==> src/rtl/gate_bist_if.sv <==
// Gate BIST bus: run control, DUT drive/response and result reporting.
//
// Run handshake: the host raises start; the BIST accepts it on a rising
// clock edge only while idle (busy=0), after which busy is 1 for the run.
// A start seen while busy is ignored. done rises with busy falling. done,
// pass, err_count and fail_vec are then held until the next start is
// accepted. pass is only meaningful while done is 1.
interface gate_bist_if #(
    parameter int N_IN = 3
);
    logic            start;
    logic [N_IN-1:0] dut_in;
    logic            dut_out;
    logic            busy;
    logic            done;
    logic            pass;
    logic [N_IN:0]   err_count;
    logic [N_IN-1:0] fail_vec;
    logic [1:0]      dbg_state;

    // Host / gate-under-test side
    modport master (
        output start,
        output dut_out,
        input  dut_in,
        input  busy,
        input  done,
        input  pass,
        input  err_count,
        input  fail_vec,
        input  dbg_state
    );

    // BIST sequencer side
    modport slave (
        input  start,
        input  dut_out,
        output dut_in,
        output busy,
        output done,
        output pass,
        output err_count,
        output fail_vec,
        output dbg_state
    );
endinterface

==> src/rtl/gate_bist.sv <==
// gate_bist: walks every input vector of a small combinational gate in
// ascending order, holds each for SETTLE cycles, samples the response and
// compares it with a golden gate function (OP: 0 AND, 1 OR, 2 XOR, 3 NAND).
// Optional macro BIST_STOP_ON_FAIL_EN: end the run at the first mismatch.
// All outputs are registered; dut_out only feeds next-state logic.
module gate_bist #(
    parameter int N_IN   = 3,
    parameter int SETTLE = 2,
    parameter int OP     = 0
) (
    input  logic         clk,
    input  logic         rst_n,
    gate_bist_if.slave   bus
);

    typedef enum logic [1:0] {
        S_IDLE  = 2'd0,
        S_WAIT  = 2'd1,
        S_CHECK = 2'd2
    } state_t;

    localparam int              CW       = (SETTLE > 1) ? $clog2(SETTLE) : 1;
    localparam logic [CW-1:0]   CNT_LOAD = CW'(SETTLE - 1);
    localparam logic [N_IN-1:0] LAST_VEC = '1;

    state_t          state_q, state_d;
    logic [N_IN-1:0] vec_q, vec_d;
    logic [CW-1:0]   cnt_q, cnt_d;
    logic            busy_q, busy_d;
    logic            done_q, done_d;
    logic            pass_q, pass_d;
    logic [N_IN:0]   err_q, err_d;
    logic [N_IN-1:0] fail_q, fail_d;

    logic mismatch;
    logic run_end;

    function automatic logic golden(input logic [N_IN-1:0] v);
        case (OP)
            0:       return &v;
            1:       return |v;
            2:       return ^v;
            default: return ~&v;
        endcase
    endfunction

    // Response check against the golden function for the vector on dut_in
    assign mismatch = (bus.dut_out != golden(vec_q));

    // Run terminates on the last vector, or on the first mismatch when enabled
`ifdef BIST_STOP_ON_FAIL_EN
    assign run_end = (vec_q == LAST_VEC) || mismatch;
`else
    assign run_end = (vec_q == LAST_VEC);
`endif

    // State register
    always_ff @(posedge clk or negedge rst_n) begin
        if (!rst_n) begin
            state_q <= S_IDLE;
        end else begin
            state_q <= state_d;
        end
    end

    // Next-state logic
    always_comb begin
        state_d = state_q;
        case (state_q)
            S_IDLE:  if (bus.start) state_d = S_WAIT;
            S_WAIT:  if (cnt_q == '0) state_d = S_CHECK;
            S_CHECK: state_d = run_end ? S_IDLE : S_WAIT;
            default: state_d = S_IDLE;
        endcase
    end

    // Output / datapath next values
    always_comb begin
        vec_d  = vec_q;
        cnt_d  = cnt_q;
        busy_d = busy_q;
        done_d = done_q;
        pass_d = pass_q;
        err_d  = err_q;
        fail_d = fail_q;
        case (state_q)
            S_IDLE: begin
                if (bus.start) begin
                    vec_d  = '0;
                    cnt_d  = CNT_LOAD;
                    busy_d = 1'b1;
                    done_d = 1'b0;
                    pass_d = 1'b0;
                    err_d  = '0;
                    fail_d = '0;
                end
            end
            S_WAIT: begin
                if (cnt_q != '0) cnt_d = cnt_q - CW'(1);
            end
            S_CHECK: begin
                if (mismatch) begin
                    err_d = err_q + (N_IN + 1)'(1);
                    if (err_q == '0) fail_d = vec_q;
                end
                if (run_end) begin
                    // dut_in keeps the final (or failing) vector
                    busy_d = 1'b0;
                    done_d = 1'b1;
                    pass_d = (err_d == '0);
                end else begin
                    vec_d = vec_q + N_IN'(1);
                    cnt_d = CNT_LOAD;
                end
            end
            default: ;
        endcase
    end

    // Datapath and result registers
    always_ff @(posedge clk or negedge rst_n) begin
        if (!rst_n) begin
            vec_q  <= '0;
            cnt_q  <= '0;
            busy_q <= 1'b0;
            done_q <= 1'b0;
            pass_q <= 1'b0;
            err_q  <= '0;
            fail_q <= '0;
        end else begin
            vec_q  <= vec_d;
            cnt_q  <= cnt_d;
            busy_q <= busy_d;
            done_q <= done_d;
            pass_q <= pass_d;
            err_q  <= err_d;
            fail_q <= fail_d;
        end
    end

    assign bus.dut_in    = vec_q;
    assign bus.busy      = busy_q;
    assign bus.done      = done_q;
    assign bus.pass      = pass_q;
    assign bus.err_count = err_q;
    assign bus.fail_vec  = fail_q;
    assign bus.dbg_state = state_q;

endmodule

==> src/flat_wrapper.sv <==
// flat-port wrapper written by rule: the top's interface ports become plain ports
module gate_bist_flat 
#(
    parameter int N_IN   = 3,
    parameter int SETTLE = 2,
    parameter int OP     = 0
)
  (clk, rst_n, bus_start, bus_dut_out, bus_dut_in, bus_busy, bus_done, bus_pass, bus_err_count, bus_fail_vec, bus_dbg_state);
  gate_bist_if #(.N_IN(N_IN)) bus_i ();
  input  logic clk;
  input  logic rst_n;
  input wire logic [$bits(bus_i.start)-1:0] bus_start;
  input wire logic [$bits(bus_i.dut_out)-1:0] bus_dut_out;
  output wire logic [$bits(bus_i.dut_in)-1:0] bus_dut_in;
  output wire logic [$bits(bus_i.busy)-1:0] bus_busy;
  output wire logic [$bits(bus_i.done)-1:0] bus_done;
  output wire logic [$bits(bus_i.pass)-1:0] bus_pass;
  output wire logic [$bits(bus_i.err_count)-1:0] bus_err_count;
  output wire logic [$bits(bus_i.fail_vec)-1:0] bus_fail_vec;
  output wire logic [$bits(bus_i.dbg_state)-1:0] bus_dbg_state;
  assign bus_i.start = bus_start;
  assign bus_i.dut_out = bus_dut_out;
  assign bus_dut_in = bus_i.dut_in;
  assign bus_busy = bus_i.busy;
  assign bus_done = bus_i.done;
  assign bus_pass = bus_i.pass;
  assign bus_err_count = bus_i.err_count;
  assign bus_fail_vec = bus_i.fail_vec;
  assign bus_dbg_state = bus_i.dbg_state;
  gate_bist #(.N_IN(N_IN), .SETTLE(SETTLE), .OP(OP)) u_core (.clk(clk), .rst_n(rst_n), .bus(bus_i));
endmodule
==> config.mk <==
export PLATFORM = sky130hd
export DESIGN_NAME = gate_bist_flat
export DESIGN_NICKNAME = d
export VERILOG_FILES = /design/src/rtl/gate_bist_if.sv /design/src/rtl/gate_bist.sv /design/src/flat_wrapper.sv
export SDC_FILE = /design/constraint.sdc
export NUM_CORES = 1
export LEC_CHECK = 0
export BUFFER_PORTS_ARGS = -buffer_cell sky130_fd_sc_hd__buf_2
export CAP_MARGIN = 5
export CORE_ASPECT_RATIO = 1.4
export CORE_UTILIZATION = 45
export CTS_CLUSTER_SIZE = 40
export DETAILED_ROUTE_END_ITERATION = 10
export GPL_TIMING_DRIVEN = 0
export PLACE_DENSITY = 0.8
export SETUP_SLACK_MARGIN = 0.15
export SYNTH_ARGS = -nofsm -noshare
export SYNTH_HDL_FRONTEND = slang
export SYNTH_SLANG_ARGS = --single-unit
==> constraint.sdc <==
create_clock -name clk -period 3 [get_ports clk]
set_input_delay 0.15 -clock clk [delete_from_list [all_inputs] [get_ports clk]]
set_output_delay 0.15 -clock clk [all_outputs]
set_load 0.01 [all_outputs]
# --- Word level (Yosys, flattened, before mapping) ---
# Cells that the tools add are included.
word_totals:
  register_bits: 16
  input_bits: 4
  output_inout_bits: 15
  mem_count: 0
  latchBits: 0
  wordCells: 58
  mem_bits_rw: 0
  romBits: 0
classes:
  n_bitwise: 0
  add_sub_neg: 3
  magnitude_cmp: 0
  n_eq_ne: 10
  multipliers: 0
  mux: 25
  n_reduce_logical: 12
  n_shift: 0
  div_mod_pow: 0
ops:
  columns: ["op", "n"]
  rows:
  - ["$mux 3", 4]
  - ["$mux 4", 3]
  - ["$pmux 3 s2", 2]
  - ["$reduce_and 3->1", 4]
  - ["$logic_not 4->1", 2]
  - ["$mux 1", 8]
  - ["$pmux 4 s2", 1]
  - ["$ne 2x1->1 const B", 3]
  - ["$ne 2x2->1 const B", 3]
  - ["$pmux 1 s2", 3]
  - ["$pmux 2 s3", 1]
  - ["$add 4x1->4 const B", 1]
  - ["$mux 2", 2]
  - ["$reduce_and 2->1", 2]
  - ["$reduce_and 4->1", 1]
  - ["$add 3x1->3 const B", 1]
  - ["$eq 3x3->1 const B", 1]
  - ["$pmux 1 s3", 1]
  - ["$reduce_bool 3->1", 1]
  - ["$eq 2x1->1 const B", 1]
  - ["$eq 2x2->1 const B", 1]
  - ["$logic_not 2->1", 1]
  - ["$reduce_bool 2->1", 1]
  - ["$ne 1x1->1", 1]
  - ["$sub 1x1->1 const B", 1]

# --- Depth between registers and ports, before layout ---
logic_depth:
  depth_word: 7
  mapped_depth: 6
  depth_no_buf: 6

# --- Least setup slack after synthesis ---
# OpenSTA, ideal clock, no wires.
synth_path:
  kind: "register to register"
  startpoint: "register u_core.vec_q[0], in the netlist u_core.bus.dut_in[0]"
  endpoint: "register u_core.err_q[3], in the netlist u_core.bus.err_count[3]"
  stages_incl_launch_ff: 7
  arrival_ns: 1.633
  period_less_slack_ns: 1.754
  path_slack_ns: 1.246
  t_required_ns: 2.879
  path_cell_list: "dfrtp_1 -> ha_1 -> ha_1 -> xor2_1 -> nand4_1 -> xnor2_1 -> a22o_2"
synth_via:
  elab_chain_len: 5
synth_rtl:
  columns: ["element", "line_no", "rtl"]
  rows:
  - ["start: declaration", "gate_bist.sv:27", "logic [N_IN-1:0] vec_q, vec_d;"]
  - ["start signal: assignment", "gate_bist.sv:131", "vec_q <= vec_d;"]
  - ["$reduce_and 3->1", null, null]
  - ["$ne 1x1->1", "gate_bist.sv:48", "assign mismatch = (bus.dut_out != golden(vec_q));"]
  - ["$mux 4", "gate_bist.sv:102", "if (mismatch) begin"]
  - ["$mux 4", "gate_bist.sv:86", "case (state_q)"]
  - ["$pmux 4 s2", "gate_bist.sv:86", null]
  - ["end signal: assignment", "gate_bist.sv:136", "err_q <= err_d;"]
  - ["end: declaration", "gate_bist.sv:32", "logic [N_IN:0] err_q, err_d;"]
# Every way passes these cells. The select of a mux whose other input is x is not followed.
# A chain may end at the register's enable or synchronous reset.

# --- Final worst setup path ---
layout_path:
  startpoint: "register u_core.vec_q[0], in the netlist u_core.bus.dut_in[0]"
  endpoint: "register u_core.pass_q, in the netlist u_core.bus.pass"
layout_via:
  elab_chain_len: 7
  word_cells_on_any_way: 10
  classes_between: "3 x eq/ne; 4 x mux; 3 x reduce/logical"
layout_rtl:
  columns: ["element", "line_no", "rtl"]
  rows:
  - ["$reduce_and 3->1", null, null]
  - ["$ne 1x1->1", "gate_bist.sv:48", null]
  - ["$mux 4", "gate_bist.sv:102", null]
  - ["$mux 4", "gate_bist.sv:86", null]
  - ["$logic_not 4->1", "gate_bist.sv:110", "pass_d = (err_d == '0);"]
  - ["$mux 1", "gate_bist.sv:106", "if (run_end) begin"]
  - ["$pmux 1 s2", "gate_bist.sv:86", null]
  - ["end signal: assignment", "gate_bist.sv:135", "pass_q <= pass_d;"]
  - ["end: declaration", "gate_bist.sv:31", "logic pass_q, pass_d;"]
# Several ways; a longest one is shown, not always the timed one. The select of a mux whose other input is x is not followed.

==> metrics.cfg <==
[route]
wl_um = 1629
ant_nets = 0
first_pass_iters = 4
drt_iter0_drc = 8
drc = 0
num_vias = 663
wire_per_inst_um = 13.24
viasPerCell = 5.390

[setup_path]
crit_fanout = 5
critPathRequiredTime_ps = 3180
cp.arrival_ps = 2120
critPathCaptureType = register
crit_type = reg -> reg
startpoint_type = register

[yosys]
synth-seq-cells = 16
synthCells = 81
netlist_area_um2 = 822.0
syn_area_per_cell_um2 = 10.15
syn_nets = 90
yosysSeqAreaShare_pct = 48.71
ys.warnings.count = 0
synth_cell_types = 26

[clock_tree]
cts_buffer_depth = 2
cts-resized-gates = 0
clock_latency_ps = 280
clk_pin_slew_ps = 90
cts_tree = yes
cts_max_level = 1
root_buffer = clkbuf_4
cts_buffers = 3
cts.sinks = 16

[layout]
fillers = 151
nets = 114
diodes = 0
final_cell_mix = buf_2, dfrtp_1, o21ai_0, nand2_1
final_common_cell = buf_2
drive_gt1_share_pct = 27.88
regArea_um2 = 400.4
final_cells = 123
area_growth_syn_to_layout_pct = 19.48
multiInputGateArea_um2 = 385.4

[placement]
place_congestion = 0.8010
port_buffers = 18
dp.cells = 118
dpl_worst_slack_ps = 1108
dp_hpwl_um = 1232

[floorplan]
die-area_um2 = 2004
io_pins = 19
start_util_pct = 50.19
die_w_um = 38.12
dieHeight_um = 52.57
std_cell_rows = 17
core-area_um2 = 1638

[power_and_ir_drop]
total_power_uw = 752.5
p_leak_nw = 0.5015
power_density_nw_per_um2 = 766.1
ir_drop_mv = 0.4656

[grt]
grt_pass1_wl_um = 2663
grt_usage_pct = 19.34
grt_max_degree = 17
antenna_found_initial = 0
overflow = 0
grt_pass1_vias = 633

[sta]
finalHoldViolations = 0
layout_min_cycle_time_ps = 1937
finalSetupTns_ps = 0
timing.fmax_mhz = 516.3
hold_slack_ps = 187.0
finalCritPeriodShare_pct = 64.56
relSlewSlack_pct = 63.10
worst_slew_pin_slew_ps = 547.7
slew_violations = 0
finClkSkew_ps = 0.3941
rsz0062_at_grt = false
setup_slack_ps = 1063
setup_viol = 0

[hold_path]
hold_path_class = in -> reg

[run]
cap_violations = 0

[run_status]
status = finished, final reports clean

## kinds of logic (layout without fill, tap and decap cells)
kind of cell,after synthesis,count (layout),synth area share (%)
AO/OA/AOI/OAI,20,20,15.37
XOR/XNOR,5,5,5.328
adder cells (fa/ha/maj),5,5,7.610
buffers and inverters,8,31,4.415
flip-flops,16,16,48.71
multiplexers,3,3,3.805
AND/OR/NAND/NOR,24,24,14.76
## area by class of cell
type | instances | share of cell area (%)
buffer | 3 | 1.783
multi-input combinational | 57 | 39.24
timing repair buffer | 19 | 10.19
sequential | 16 | 40.76
clock buffer | 4 | 3.694
tap | 19 | 2.420
inverter | 5 | 1.911
## path summary, 6_finish.rpt
path / startpoint / slack [ps] / depth (start not counted) / to
max: u_core.bus.dut_in[0] / 1060 / 6 / u_core.bus.pass
min: bus_start / 190 / 3 / u_core.bus.dbg_state[0]
max in group asynchronous: rst_n / 2450 / 2 / u_core.bus.busy
min in group asynchronous: rst_n / 290 / 2 / u_core.bus.dbg_state[1]
min reg2reg: u_core.bus.fail_vec[0] / 490 / 2 / u_core.bus.fail_vec[0]
max reg2reg: u_core.bus.dut_in[0] / 1060 / 6 / u_core.bus.pass
## metal layers
metal / GRT usage (%) / vias to the layer above / share of wire [%] / wire length (um)
met5: 0 / - / 0 / 0
met4: 12.50 / 0 / 1.4 / 23
met3: 2.553 / 4 / 3.4 / 55
met2: 32.77 / 14 / 53 / 868
met1: 21.76 / 321 / 42 / 681
li1: - / 324 / - / -
## synthesized netlist by cell type
cell type | count | area share [%]
a21o_1 | 1 | 0.91
a21oi_1 | 1 | 0.61
a22o_1 | 3 | 3.2
a22o_2 | 1 | 1.2
a31oi_1 | 2 | 1.5
buf_2 | 2 | 1.2
buf_4 | 1 | 0.91
dfrtp_1 | 16 | 49
ha_1 | 5 | 7.6
inv_1 | 5 | 2.3
mux2_2 | 1 | 1.4
mux2i_1 | 2 | 2.4
nand2_1 | 10 | 4.6
nand3_1 | 1 | 0.61
nand4_1 | 2 | 1.5
nor2_1 | 5 | 2.3
nor2b_1 | 2 | 1.5
nor3_1 | 1 | 0.61
nor3_2 | 1 | 1.2
nor3b_1 | 1 | 0.91
nor3b_2 | 1 | 1.5
o21ai_0 | 10 | 6.1
o21bai_1 | 1 | 0.91
o31ai_1 | 1 | 0.91
xnor2_1 | 3 | 3.2
xor2_1 | 2 | 2.1
## worst max-delay path: stages (launching register included)
cell	delay [ps]
dfrtp_1	430
ha_1	240
ha_1	260
xor2_1	310
nand4_1	160
xnor2_1	160
o31ai_1	270
## metrics by stage
step / instance area [um2] / util (%)
2_1_floorplan: 822.0 / -
3_3_place_gp: 935.9 / 57.14
3_5_place_dp: 935.9 / 57.14
4_1_cts: 982.2 / 59.97
5_1_grt: 982.2 / 59.97
6_report: 982.2 / 59.97
## what timing repair did
item / CTS / global route
buffers inserted: 0 / 0
hold endpoints to repair: 16 / 0
hold buffers: 1 / 0
## power breakdown
group / internal, mW / switching (mW)
Sequential: 0.264 / 0.0498
Combinational: 0.124 / 0.175
Clock: 0.0739 / 0.0655
## sequential cells by signal, summed over array words and instances (netlist names)
signal / flops
u_core.bus.pass: 1
u_core.bus.dbg_state: 2
u_core.cnt_q: 1
u_core.bus.dut_in: 3
u_core.bus.done: 1
u_core.bus.busy: 1
u_core.bus.fail_vec: 3
u_core.bus.err_count: 4
(Power assumes the default switching activity.)
